[src/rtl/bcd_scan_display.sv]
// bcd_scan_display: time-multiplexed multi-digit 7-segment driver for a
// common-anode display. It latches packed BCD digits and decimal points, and
// swaps the shown value only at frame boundaries so a digit never changes
// mid-frame. It then drives one digit at a time onto shared active-low
// segment lines with active-low digit enables.
// Optional build macro: HEX_DECODE_EN. When it is defined, values 10-15 show
// as A b C d E F. When it is undefined, they are blanked.
module bcd_scan_display #(
  parameter int NUM_DIGITS  = 4,
  parameter int REFRESH_DIV = 100000
) (
  input  logic                    clk,
  input  logic                    rst_n,
  input  logic [4*NUM_DIGITS-1:0] data_in,
  input  logic [NUM_DIGITS-1:0]   dp_in,
  input  logic                    load,
  input  logic                    blank_lz,
  output logic [6:0]              seg,
  output logic                    dp,
  output logic [NUM_DIGITS-1:0]   an,
  output logic                    frame_done
);

  localparam int CNT_W = (REFRESH_DIV > 1) ? $clog2(REFRESH_DIV) : 1;
  localparam int IDX_W = (NUM_DIGITS > 1) ? $clog2(NUM_DIGITS) : 1;
  localparam logic [CNT_W-1:0] CNT_MAX = CNT_W'(REFRESH_DIV - 1);
  localparam logic [IDX_W-1:0] IDX_MAX = IDX_W'(NUM_DIGITS - 1);

  logic [CNT_W-1:0]        div_cnt;
  logic [IDX_W-1:0]        idx;
  logic [4*NUM_DIGITS-1:0] disp_data;
  logic [NUM_DIGITS-1:0]   disp_dp;
  logic [4*NUM_DIGITS-1:0] pend_data;
  logic [NUM_DIGITS-1:0]   pend_dp;
  logic                    pend_valid;

  logic                    tc;
  logic                    wrap;
  logic [3:0]              digit [NUM_DIGITS];
  logic [NUM_DIGITS-1:0]   zero_above;
  logic [3:0]              cur_digit;
  logic                    cur_dp;
  logic                    cur_blank;

  assign tc   = (div_cnt == CNT_MAX);
  assign wrap = tc && (idx == IDX_MAX);

  // Active-low segment decode, {g,f,e,d,c,b,a}. Each path assigns a value,
  // so the decode is fully specified in both builds.
  function automatic logic [6:0] decode(input logic [3:0] v);
    logic [6:0] s;
    s = 7'h7F;
    case (v)
      4'd0: s = 7'b1000000;
      4'd1: s = 7'b1111001;
      4'd2: s = 7'b0100100;
      4'd3: s = 7'b0110000;
      4'd4: s = 7'b0011001;
      4'd5: s = 7'b0010010;
      4'd6: s = 7'b0000010;
      4'd7: s = 7'b1111000;
      4'd8: s = 7'b0000000;
      4'd9: s = 7'b0010000;
`ifdef HEX_DECODE_EN
      4'd10: s = 7'b0001000;
      4'd11: s = 7'b0000011;
      4'd12: s = 7'b1000110;
      4'd13: s = 7'b0100001;
      4'd14: s = 7'b0000110;
      4'd15: s = 7'b0001110;
`else
      default: s = 7'h7F;
`endif
    endcase
    return s;
  endfunction

  // Split the display register into digits. zero_above[k] is set when
  // digits k up to the top digit are all zero, which is the blanking test
  // for digit k.
  genvar gi;
  generate
    for (gi = 0; gi < NUM_DIGITS; gi++) begin : g_digit
      assign digit[gi]      = disp_data[4*gi +: 4];
      assign zero_above[gi] = (disp_data[4*NUM_DIGITS-1:4*gi] == '0);
    end
  endgenerate

  // Select the digit being scanned and decide whether to blank it.
  // Digit 0 is never blanked.
  always_comb begin
    cur_digit = digit[idx];
    cur_dp    = disp_dp[idx];
    cur_blank = blank_lz && (idx != '0) && zero_above[idx];
  end

  // Prescaler and digit index. Each digit is enabled for REFRESH_DIV cycles.
  always_ff @(posedge clk or negedge rst_n) begin
    if (!rst_n) begin
      div_cnt <= '0;
      idx     <= '0;
    end else if (tc) begin
      div_cnt <= '0;
      idx     <= (idx == IDX_MAX) ? '0 : idx + 1'b1;
    end else begin
      div_cnt <= div_cnt + 1'b1;
    end
  end

  // Capture path. A load in the wrap cycle goes straight to the display
  // register. Otherwise the last pending load takes effect at the wrap.
  always_ff @(posedge clk or negedge rst_n) begin
    if (!rst_n) begin
      pend_data  <= '0;
      pend_dp    <= '0;
      pend_valid <= 1'b0;
      disp_data  <= '0;
      disp_dp    <= '0;
    end else begin
      if (load) begin
        pend_data <= data_in;
        pend_dp   <= dp_in;
      end
      if (wrap) begin
        pend_valid <= 1'b0;
        if (load) begin
          disp_data <= data_in;
          disp_dp   <= dp_in;
        end else if (pend_valid) begin
          disp_data <= pend_data;
          disp_dp   <= pend_dp;
        end
      end else if (load) begin
        pend_valid <= 1'b1;
      end
    end
  end

  // Output register. It reloads every cycle, so the pins show the current
  // idx one cycle later.
  always_ff @(posedge clk or negedge rst_n) begin
    if (!rst_n) begin
      seg        <= 7'h7F;
      dp         <= 1'b1;
      an         <= '1;
      frame_done <= 1'b0;
    end else begin
      seg        <= cur_blank ? 7'h7F : decode(cur_digit);
      dp         <= ~cur_dp;
      an         <= ~(NUM_DIGITS'(1) << idx);
      frame_done <= wrap;
    end
  end

endmodule

[config.mk]
export PLATFORM = sky130hd
export DESIGN_NAME = bcd_scan_display
export DESIGN_NICKNAME = d
export VERILOG_FILES = /design/src/rtl/bcd_scan_display.sv
export SDC_FILE = /design/constraint.sdc
export NUM_CORES = 1
export LEC_CHECK = 0
export BUFFER_PORTS_ARGS = -buffer_cell sky130_fd_sc_hd__buf_2
export CAP_MARGIN = 10
export CELL_PAD_IN_SITES_DETAIL_PLACEMENT = 1
export CELL_PAD_IN_SITES_GLOBAL_PLACEMENT = 1
export CORE_ASPECT_RATIO = 0.7
export CORE_UTILIZATION = 40
export CTS_CLUSTER_DIAMETER = 50
export DETAILED_ROUTE_END_ITERATION = 16
export HOLD_SLACK_MARGIN = 0.02
export PLACE_DENSITY_LB_ADDON = 0.1
export SLEW_MARGIN = 20
export SYNTH_ARGS = -nofsm -noshare
export SYNTH_HDL_FRONTEND = slang
export SYNTH_SLANG_ARGS = --single-unit
[constraint.sdc]
create_clock -name clk -period 1.8 [get_ports clk]
set_input_delay 0.45 -clock clk [delete_from_list [all_inputs] [get_ports clk]]
set_output_delay 0.45 -clock clk [all_outputs]
set_load 0.02 [all_outputs]
==> out/results.tsv, run 1 <==
metric	value	unit
clock.fmax	0.522	GHz
yosysUniqueCellTypes	40	
synth.yosys.seq_area_share	0.550	
grt_pass1_wl	12500	microns
routed_via_density	5.00	
synth_cells	245	
numPortBuffers	36	
mostFrequentLayoutCells	60 x dfrtp_1, 36 x buf_2, 30 x buf_4	
syn_area	3350	sq um
finalCriticalPeriod	1.91	ns
cts_buffers	9	
ys_warn_count	0	
dieArea	8740	sq um
gr-total-overflow	0	
critPathArrivalTime	2.12	ns
violations	design-rule violations, negative setup slack	
required	2.01	ns
io_pins	37	
cts_tree	built	
worstMarginPinSlew	0.626	ns
min_period_over_period	1.06	
setup_tns	-1.44	ns
final_common_cell	dfrtp_1	
cp_num_buf_inv	3	
die_y	78.5	microns
drc_errors	6	
critPathKind	reg -> reg	
cpLargestDelayFamily	simple AND/OR/NAND/NOR gates	
num_antenna_cells	0	
first_pass_iters	10	
grt_max_degree	74	
ys_ff_latch	73	
critPathSlowestCell	dfrtp_1	
slew_violations	0	
worst_slack	-0.115	ns
clk_pin_slew_worst_paths	0.06	ns
power_density	833	nW/um^2
clkSinkCount	73	
first_global_vias	2298	
drive_gt1_frac	0.542	
antenna_found_initial	0	
core.rowCount	27	
leakagePower	2.05	nW
setup_viol	24	
cts_hold_buf	0	
cts_buffer_depth	2	
avgSynthCellArea	13.7	sq um
finClkSkew	0.00475	ns
slowest_delay	0.35	ns
ir_drop	652	uV
yosys_most_used_dff	dfrtp_1	
critPathLaunchType	flop	
fin_nets	359	
htree_levels	3	
hold_viol_final	0	
dpl.hpwl	4830	microns
asyncSetResetFlopFracSynth	1.00	
core	7970	sq um
die_w	111	microns
total_power	3.68	mW
ant_nets	0	
utilization	0.555	
grt_use_total	0.190	
cap_violations	0	
grt_setup_unrepaired	yes	
hp-class	in -> async	
synth_edf_count	0	
relSlewSlack	0.579	
place.gp.congestion	0.736	
wl	7340	microns
syn_to_final_growth	32.2	%
path_cells	ha_2 > and4_4 > nand2_4 > nor4_4 > buf_6 > buf_12 > buf_16 > mux2_4	
first_iter_violations	110	
routedWlPerCell	17.0	microns
root_buffer	clkbuf_16	
via_count	2157	
status	finished, violations left	
worstPathMaxFanout	5	
initial_core_util	0.420	
synth_nets	279	
clk_latency	0.33	ns
endpoint_kind	flop	
-- where the power goes --
group	internal (mW)	switching, mW
Combinational	0.0660	0.0774
Clock	1.18	0.660
Sequential	1.69	0.0106
Total	2.94	0.748
-- metal layers --
metal / wire length (microns) / part of all wire / vias up / track usage
met2: 3140 / 0.43 / 36 / 0.261
met1: 3910 / 0.53 / 1098 / 0.281
met5: 0 / 0 / - / 0
met4: 45 / 0.0061 / 0 / 0.0581
met3: 243 / 0.033 / 4 / 0.0595
li1: - / - / 1019 / -
-- final cells by class --
cell class	instances	area [sq um]
fillers	814	3550
multi-input cells	150	1470
clock buffers	12	267
flip-flops and latches	73	1840
clock inverters	4	50.0
inverters	12	48.8
repair buffers	79	616
well taps	101	126
-- worst reg2reg max path, delay by kind of cell, from the launching register on --
kind                       cells  cell delay (ns)
adders and majority gates      1             0.19
buffers and inverters          3             0.39
DFF                            1             0.35
muxes                          1             0.29
and+or+nand+nor                3             0.58
-- Yosys cell counts (all sizes together) (2+ instances only) --
library cell,instances,share of area
dfrtp,61,0.46
dfstp,12,0.094
a21oi,5,0.0075
nand2,9,0.012
xnor2,9,0.024
mux4,5,0.034
inv,11,0.012
and4,3,0.0079
ha,10,0.037
or3,2,0.0037
nor4,6,0.016
nand3,9,0.013
mux2,42,0.16
nor2b,2,0.0037
nor3,4,0.0060
o21ai,9,0.013
and3,2,0.0037
nor2,14,0.016
xor2,4,0.010
nand4,2,0.0037
or2,2,0.0037
mux2i,2,0.0060
buf,9,0.026
-- through the flow --
stage	instances	hold slack (ns)	setup slack, ns	cell area [sq um]
global route	431	0.182	-0.165	4420
CTS	426	0.158	-0.112	4260
detailed placement	401	0.491	-0.165	3820
floorplan	245	0.154	0.0168	3350
finish	431	0.133	-0.115	4420
global placement	401	0.482	-0.135	3820
-- repair_timing --
item                                    4_1_cts  5_1_grt
pin swaps                                     4        7
setup buffers                                 7        6
endpoints found under the setup margin       26       38
cloned                                        2        0
gates resized for setup                       7       28
-- registers in the layout, indices dropped and copies added, names as in the netlist --
register	flops
an	4
disp_data	16
disp_dp	4
div_cnt	17
dp	1
frame_done	1
idx	2
pend_data	16
pend_dp	4
pend_valid	1
seg	7
-- cells by family after synthesis --
logic type	share of synthesized area
flip-flops	0.550
AO/OA/AOI/OAI	0.0329
XOR/XNOR	0.0340
AND/OR/NAND/NOR	0.101
multiplexers	0.203
buffers and inverters	0.0411
adder cells (fa/ha/maj)	0.0374
-- path summary, 6_finish.rpt --
| check | startpoint | endpoint | slack, ns | cells after the start |
|---|---|---|---|---|
| max reg2reg | div_cnt[0]$_DFF_PN0_ | disp_data[12]$_DFFE_PN0P_ | -0.11 | 8 |
| max in group asynchronous | rst_n | idx[0]$_DFFE_PN0N_ | 1.31 | 2 |
| min in group clk | dp_in[2] | pend_dp[2]$_DFFE_PN0P_ | 0.37 | 2 |
| min | rst_n | div_cnt[12]$_DFF_PN0_ | 0.13 | 2 |
| max | div_cnt[0]$_DFF_PN0_ | disp_data[12]$_DFFE_PN0P_ | -0.11 | 8 |
| min reg2reg | pend_dp[2]$_DFFE_PN0P_ | pend_dp[2]$_DFFE_PN0P_ | 0.50 | 1 |
Power figures use the tool's default switching activity.
==> run 2: changes to the inputs <==
--- a/config.mk
+++ b/config.mk
@@ -5,6 +5,7 @@
 export SDC_FILE = /design/constraint.sdc
 export NUM_CORES = 1
 export LEC_CHECK = 0
+export ABC_AREA = 1
 export BUFFER_PORTS_ARGS = -buffer_cell sky130_fd_sc_hd__buf_2
 export CAP_MARGIN = 10
 export CELL_PAD_IN_SITES_DETAIL_PLACEMENT = 1
==> out/results.tsv, run 2 <==
metric	value	unit	change
die_w	118	microns	was 111 microns
fin_nets	550		was 359
core.rowCount	29		was 27
ys_warn_count	0		unchanged
synth_most_common_cell	nand2_1		was dfrtp_1
hp-class	in -> async		unchanged
dp_cells	629		was 401
leakagePower	2.36	nW	was 2.05 nW
endpoint_kind	flop		unchanged
fin_cells	645		was 431
clk_pin_slew_worst_paths	0.06	ns	about the same
top_regs	div_cnt x17, disp_data x16, pend_data x16		unchanged
cts_buffer_depth	2		unchanged
clk_latency	0.33	ns	about the same
synth_edf_count	0		unchanged
setup_tns	0	ns	was -1.44 ns
drive_gt1_frac	0.225		was 0.542
grt_pass1_wl	15700	microns	was 12500 microns
initial_core_util	0.416		was 0.420
root_buffer	clkbuf_16		unchanged
htree_levels	3		unchanged
sequentialPowerShare	0.489		was 0.461
yosysUniqueCellTypes	33		was 40
mostFrequentLayoutCells	102 x nand2_1, 99 x inv_1, 61 x dfrtp_1		was 60 x dfrtp_1, 36 x buf_2, 30 x buf_4
asyncSetResetFlopFracSynth	1.00		unchanged
yosys_most_used_dff	dfrtp_1		unchanged
syn_area	3790	sq um	was 3350 sq um
required	2.06	ns	was 2.01 ns
worstMarginPinSlew	0.416	ns	was 0.626 ns
grt_max_degree	74		unchanged
dieArea	9860	sq um	was 8740 sq um
switching_share	0.221		was 0.203
synth_top_area_cell	dfrtp_1		unchanged
clock.fmax	0.602	GHz	was 0.522 GHz
synth_common_cells	103 x nand2_1, 99 x inv_1, 61 x dfrtp_1, 30 x o21ai_0, 27 x nand3_1		was 61 x dfrtp_1, 22 x mux2_2, 20 x mux2_4, 14 x nor2_1, 12 x dfstp_2
internal_power	2.70	mW	was 2.94 mW
avgSynthCellArea	8.12	sq um	was 13.7 sq um
timing.rr.start	idx[0]$_DFFE_PN0N_		was div_cnt[0]$_DFF_PN0_
first_iter_violations	166		was 110
cts_tree	built		unchanged
synth_nets	500		was 279
synth_top_area_share	0.403		was 0.456
wl	8920	microns	was 7340 microns
cp-startpoint	idx[0]$_DFFE_PN0N_		was div_cnt[0]$_DFF_PN0_
die_y	83.4	microns	was 78.5 microns
finalCriticalPeriod	1.66	ns	was 1.91 ns
ant_nets	0		unchanged
final_common_cell	nand2_1		was dfrtp_1
synth_area_leaders	dfrtp_1 40%, nand2_1 10%, inv_1 9.8%		was dfrtp_1 46%, dfstp_2 9.4%, mux2_4 9.0%
routedWlPerCell	13.8	microns	was 17.0 microns
largest_reg_flops	17		unchanged
pwr-share-comb	0.041		was 0.039
grt_use_total	0.205		was 0.190
io_pins	37		unchanged
post_cts_buffers	0		was 7
syn_to_final_growth	17.3	%	was 32.2%
dpl.hpwl	6630	microns	was 4830 microns
min_period_over_period	0.923		was 1.06
power_switching	0.765	mW	was 0.748 mW
ys_ff_latch	73		unchanged
synth_cells	466		was 245
via_count	3000		was 2157
setup_viol	0		was 24
routed_via_density	4.65		was 5.00
numPortBuffers	36		unchanged
cap_violations	0		unchanged
worstPathMaxFanout	7		was 5
core	9110	sq um	was 7970 sq um
synth.yosys.seq_area_share	0.486		was 0.550
hold_viol_final	0		unchanged
antenna_found_initial	0		unchanged
slew_violations	0		unchanged
status	completed		was finished, violations left
first_global_vias	3148		was 2298
place.gp.congestion	0.818		was 0.736
critPathArrivalTime	1.92	ns	was 2.12 ns
regMostFlops	div_cnt		unchanged
cts_buffers	9		unchanged
power_density	780	nW/um^2	was 833 nW/um^2
drc_errors	0		was 6
critPathKind	reg -> reg		unchanged
relSlewSlack	0.723		was 0.579
num_antenna_cells	0		unchanged
critPathLaunchType	flop		unchanged
finClkSkew	0.00816	ns	was 0.00475 ns
pwr-share-clk	0.470		was 0.500
first_pass_iters	4		was 10
ff2ff_path_depth	7		was 8
ir_drop	451	uV	was 652 uV
clkSinkCount	73		unchanged
gr-total-overflow	0		unchanged
## run 2: path summary, 6_finish.rpt
path / slack, ns / to
worst min register to register: 0.49 / dp$_DFF_PN1_
worst min-delay path: 0.12 / div_cnt[14]$_DFF_PN0_
worst max-delay path: 0.14 / seg[3]$_DFF_PN1_
min in group clk: 0.48 / pend_data[15]$_DFFE_PN0P_
worst max register to register: 0.14 / seg[3]$_DFF_PN1_
max in group asynchronous: 1.30 / an[3]$_DFF_PN1_
## run 2: what timing repair did
item / CTS / global route
endpoints found under the hold margin: 0 / 0
hold buffers: 0 / 0
resized for setup: 0 / 1
endpoints found under the setup margin: 0 / 3
## run 2: power by group through the flow
stage	clock network, mW	registers [mW]	logic, mW
floorplan	0	1.72	0.0615
global placement	0	1.72	0.143
CTS	1.69	1.69	0.148
global route	1.76	1.70	0.167
detailed placement	0	1.72	0.148
finish	1.63	1.69	0.143
## run 2: routing by layer
metal	up-vias	routed length (microns)	GRT usage
li1	1531	-	-
met1	1419	4740	0.292
met2	42	3780	0.304
met3	8	310	0.0543
met4	0	85	0.0559
met5	-	0	0
## run 2: worst max-delay path, cell delays in order (launching register included)
cell,delay (ns)
dfrtp_1,0.40
buf_4,0.17
o21ai_0,0.25
nand2_2,0.17
ha_1,0.34
nand2_1,0.09
nand3_1,0.07
nand3_1,0.09
## run 2: logic make-up after synthesis
logic type	after synthesis	synth area share
AOI/OAI and AO/OA	42	0.0572
xor gates and xnor gates	4	0.00925
adders and majority gates	10	0.0330
buffers and inverters	117	0.131
DFF	73	0.486
and+or+nand+nor	220	0.283
## run 2: through the flow
stage	hold slack [ns]	total power [mW]	setup slack, ns	area (sq um)	util
2_1_floorplan	0.154	1.78	0.243	3790	-
3_3_place_gp	0.450	1.86	0.174	4170	0.457
3_5_place_dp	0.461	1.87	0.129	4170	0.457
4_1_cts	0.152	3.53	0.121	4440	0.487
5_1_grt	0.156	3.62	-0.0165	4440	0.488
6_report	0.122	3.46	0.138	4440	0.488
## run 2: layout make-up
cell class                      count  area, sq um
Fill cell                        1149         4670
Clock buffer                       11          243
Inverter                          103          387
Clock inverter                      5         31.3
Multi-Input combinational cell    276         1450
Timing Repair Buffer               53          333
Tap cell                          124          155
Sequential cell                    73         1840
==> run 3: changes to the inputs <==
--- a/config.mk
+++ b/config.mk
@@ -7,10 +7,8 @@
 export LEC_CHECK = 0
 export ABC_AREA = 1
 export BUFFER_PORTS_ARGS = -buffer_cell sky130_fd_sc_hd__buf_2
-export CAP_MARGIN = 10
 export CELL_PAD_IN_SITES_DETAIL_PLACEMENT = 1
 export CELL_PAD_IN_SITES_GLOBAL_PLACEMENT = 1
-export CORE_ASPECT_RATIO = 0.7
 export CORE_UTILIZATION = 40
 export CTS_CLUSTER_DIAMETER = 50
 export DETAILED_ROUTE_END_ITERATION = 16
==> out/results.tsv, run 3 (synthesized netlist as in run 2, its figures left out) <==
metric	value	unit	change
path_cells	inv_1 > nand2_1 > nor2_2 > nand2_4 > nor2_8 > nand4_1 > nand2_1 > inv_1		was buf_4 > o21ai_0 > nand2_2 > ha_1 > nand2_1 > nand3_1 > nand3_1
place.gp.congestion	0.809		was 0.818
syn_to_final_growth	15.5	%	was 17.3%
mostFrequentLayoutCells	103 x nand2_1, 99 x inv_1, 60 x dfrtp_1		was 102 x nand2_1, 99 x inv_1, 61 x dfrtp_1
ir_drop	389	uV	was 451 uV
required	2.05	ns	was 2.06 ns
critPathLaunchType	flop		unchanged
root_buffer	clkbuf_8		was clkbuf_16
critPathKind	reg -> reg		unchanged
dpl.hpwl	6460	microns	was 6630 microns
core	9200	sq um	was 9110 sq um
setup_tns	0	ns	unchanged
initial_core_util	0.412		was 0.416
first_global_vias	3145		was 3148
slew_violations	0		unchanged
cts_buffers	9		unchanged
routedWlPerCell	13.7	microns	was 13.8 microns
worstMarginPinSlew	0.413	ns	was 0.416 ns
cp_num_buf_inv	2		was 1
core.rowCount	35		was 29
hp-class	in -> async		unchanged
dieArea	9860	sq um	about the same
clk_latency	0.35	ns	was 0.33 ns
gr-total-overflow	0		unchanged
die_w	99.3	microns	was 118 microns
endpoint_kind	flop		unchanged
min_period_over_period	0.893		was 0.923
grt_use_total	0.199		was 0.205
fin_nets	546		was 550
num_antenna_cells	0		unchanged
total_power	3.40	mW	was 3.46 mW
first_pass_iters	4		unchanged
hold_viol_final	0		unchanged
io_pins	37		unchanged
top_regs	div_cnt x17, disp_data x16, pend_data x16		unchanged
numPortBuffers	36		unchanged
largest_reg_flops	17		unchanged
critPathArrivalTime	1.86	ns	was 1.92 ns
finalCriticalPeriod	1.61	ns	was 1.66 ns
via_count	3005		was 3000
routed_via_density	4.79		was 4.65
regMostFlops	div_cnt		unchanged
finClkSkew	0.0165	ns	was 0.00816 ns
clkSinkCount	73		unchanged
drive_gt1_frac	0.221		was 0.225
cpLargestDelayFamily	simple AND/OR/NAND/NOR gates		unchanged
grt_pass1_wl	15500	microns	was 15700 microns
timing.rr.start	div_cnt[14]$_DFF_PN0_		was idx[0]$_DFFE_PN0N_
antenna_found_initial	0		unchanged
wl	8610	microns	was 8920 microns
leakagePower	2.34	nW	was 2.36 nW
clk_pin_slew_worst_paths	0.08	ns	was 0.06 ns
final_common_cell	nand2_1		unchanged
die_y	99.3	microns	was 83.4 microns
cts_buffer_depth	2		unchanged
grt_setup_unrepaired	no		
slowest_delay	0.40	ns	about the same
htree_levels	3		unchanged
grt_max_degree	74		unchanged
power_density	778	nW/um^2	was 780 nW/um^2
cts_tree	built		unchanged
relSlewSlack	0.724		was 0.723
setup_viol	0		unchanged
drc_errors	0		unchanged
cap_violations	0		unchanged
critPathSlowestCell	dfrtp_1		unchanged
first_iter_violations	63		was 166
clock.fmax	0.622	GHz	was 0.602 GHz
worstPathMaxFanout	26		was 7
status	completed		unchanged
ant_nets	0		unchanged
cp-startpoint	div_cnt[14]$_DFF_PN0_		was idx[0]$_DFFE_PN0N_
## run 3: cell count changes in the layout (fill, tap and decap cells not counted), moves of 3 or more
cell | previous run | this run
clkbuf_16 | 9 | 0
clkbuf_8 | 1 | 10
buf_4 | 15 | 9
bufinv_16 | 0 | 3
clkinvlp_4 | 3 | 0
## run 3: repair_timing
action,CTS,global route
endpoints found under the setup margin,0,7
gates resized for setup,0,1
hold buffers,0,0
setup buffers,0,2
## run 3: worst register-to-register path, delay by kind of cell (launching register included)
kind	cells	cell delay, ns
AND/OR/NAND/NOR	6	0.95
flip-flops	1	0.40
buffers and inverters	2	0.17
## run 3: path summary, 6_finish.rpt
path	to	slack, ns	cells past startpoint
worst max register to register	disp_dp[2]$_DFFE_PN0P_	0.19	8
worst min register to register	div_cnt[0]$_DFF_PN0_	0.46	1
worst max-delay path	disp_dp[2]$_DFFE_PN0P_	0.19	8
max in group asynchronous	dp$_DFF_PN1_	1.32	2
worst min-delay path	div_cnt[4]$_DFF_PN0_	0.10	2
min in group clk	pend_data[8]$_DFFE_PN0P_	0.45	4
## run 3: layout make-up
cell class | count | area [sq um]
Sequential cell | 73 | 1840
Timing Repair Buffer | 49 | 313
Tap cell | 111 | 139
Clock buffer | 10 | 138
Clock inverter | 5 | 104
Inverter | 103 | 387
Multi-Input combinational cell | 276 | 1450
Fill cell | 1138 | 4820
## run 3: through the flow
step / instance area [sq um] / util / setup WS, ns / std cells / hold slack (ns)
floorplan: 3790 / - / 0.243 / 466 / 0.154
global placement: 4120 / 0.448 / 0.128 / 610 / 0.444
detailed placement: 4120 / 0.448 / 0.0467 / 610 / 0.454
CTS: 4360 / 0.474 / 0.0226 / 625 / 0.134
global route: 4370 / 0.475 / 0.00260 / 627 / 0.140
finish: 4370 / 0.475 / 0.192 / 627 / 0.105
## run 3: where the power goes
group	switching, mW	total, mW	internal (mW)	leakage [nW]
registers	0.00912	1.69	1.68	0.796
logic	0.0852	0.138	0.0526	1.43
clock network	0.623	1.57	0.951	0.122
## run 3: metal layers
layer,track usage,share of wire,vias up
li1,-,-,1526
met1,0.268,0.48,1430
met2,0.332,0.48,37
met3,0.0288,0.024,12
met4,0.0645,0.014,0
met5,0,0,-
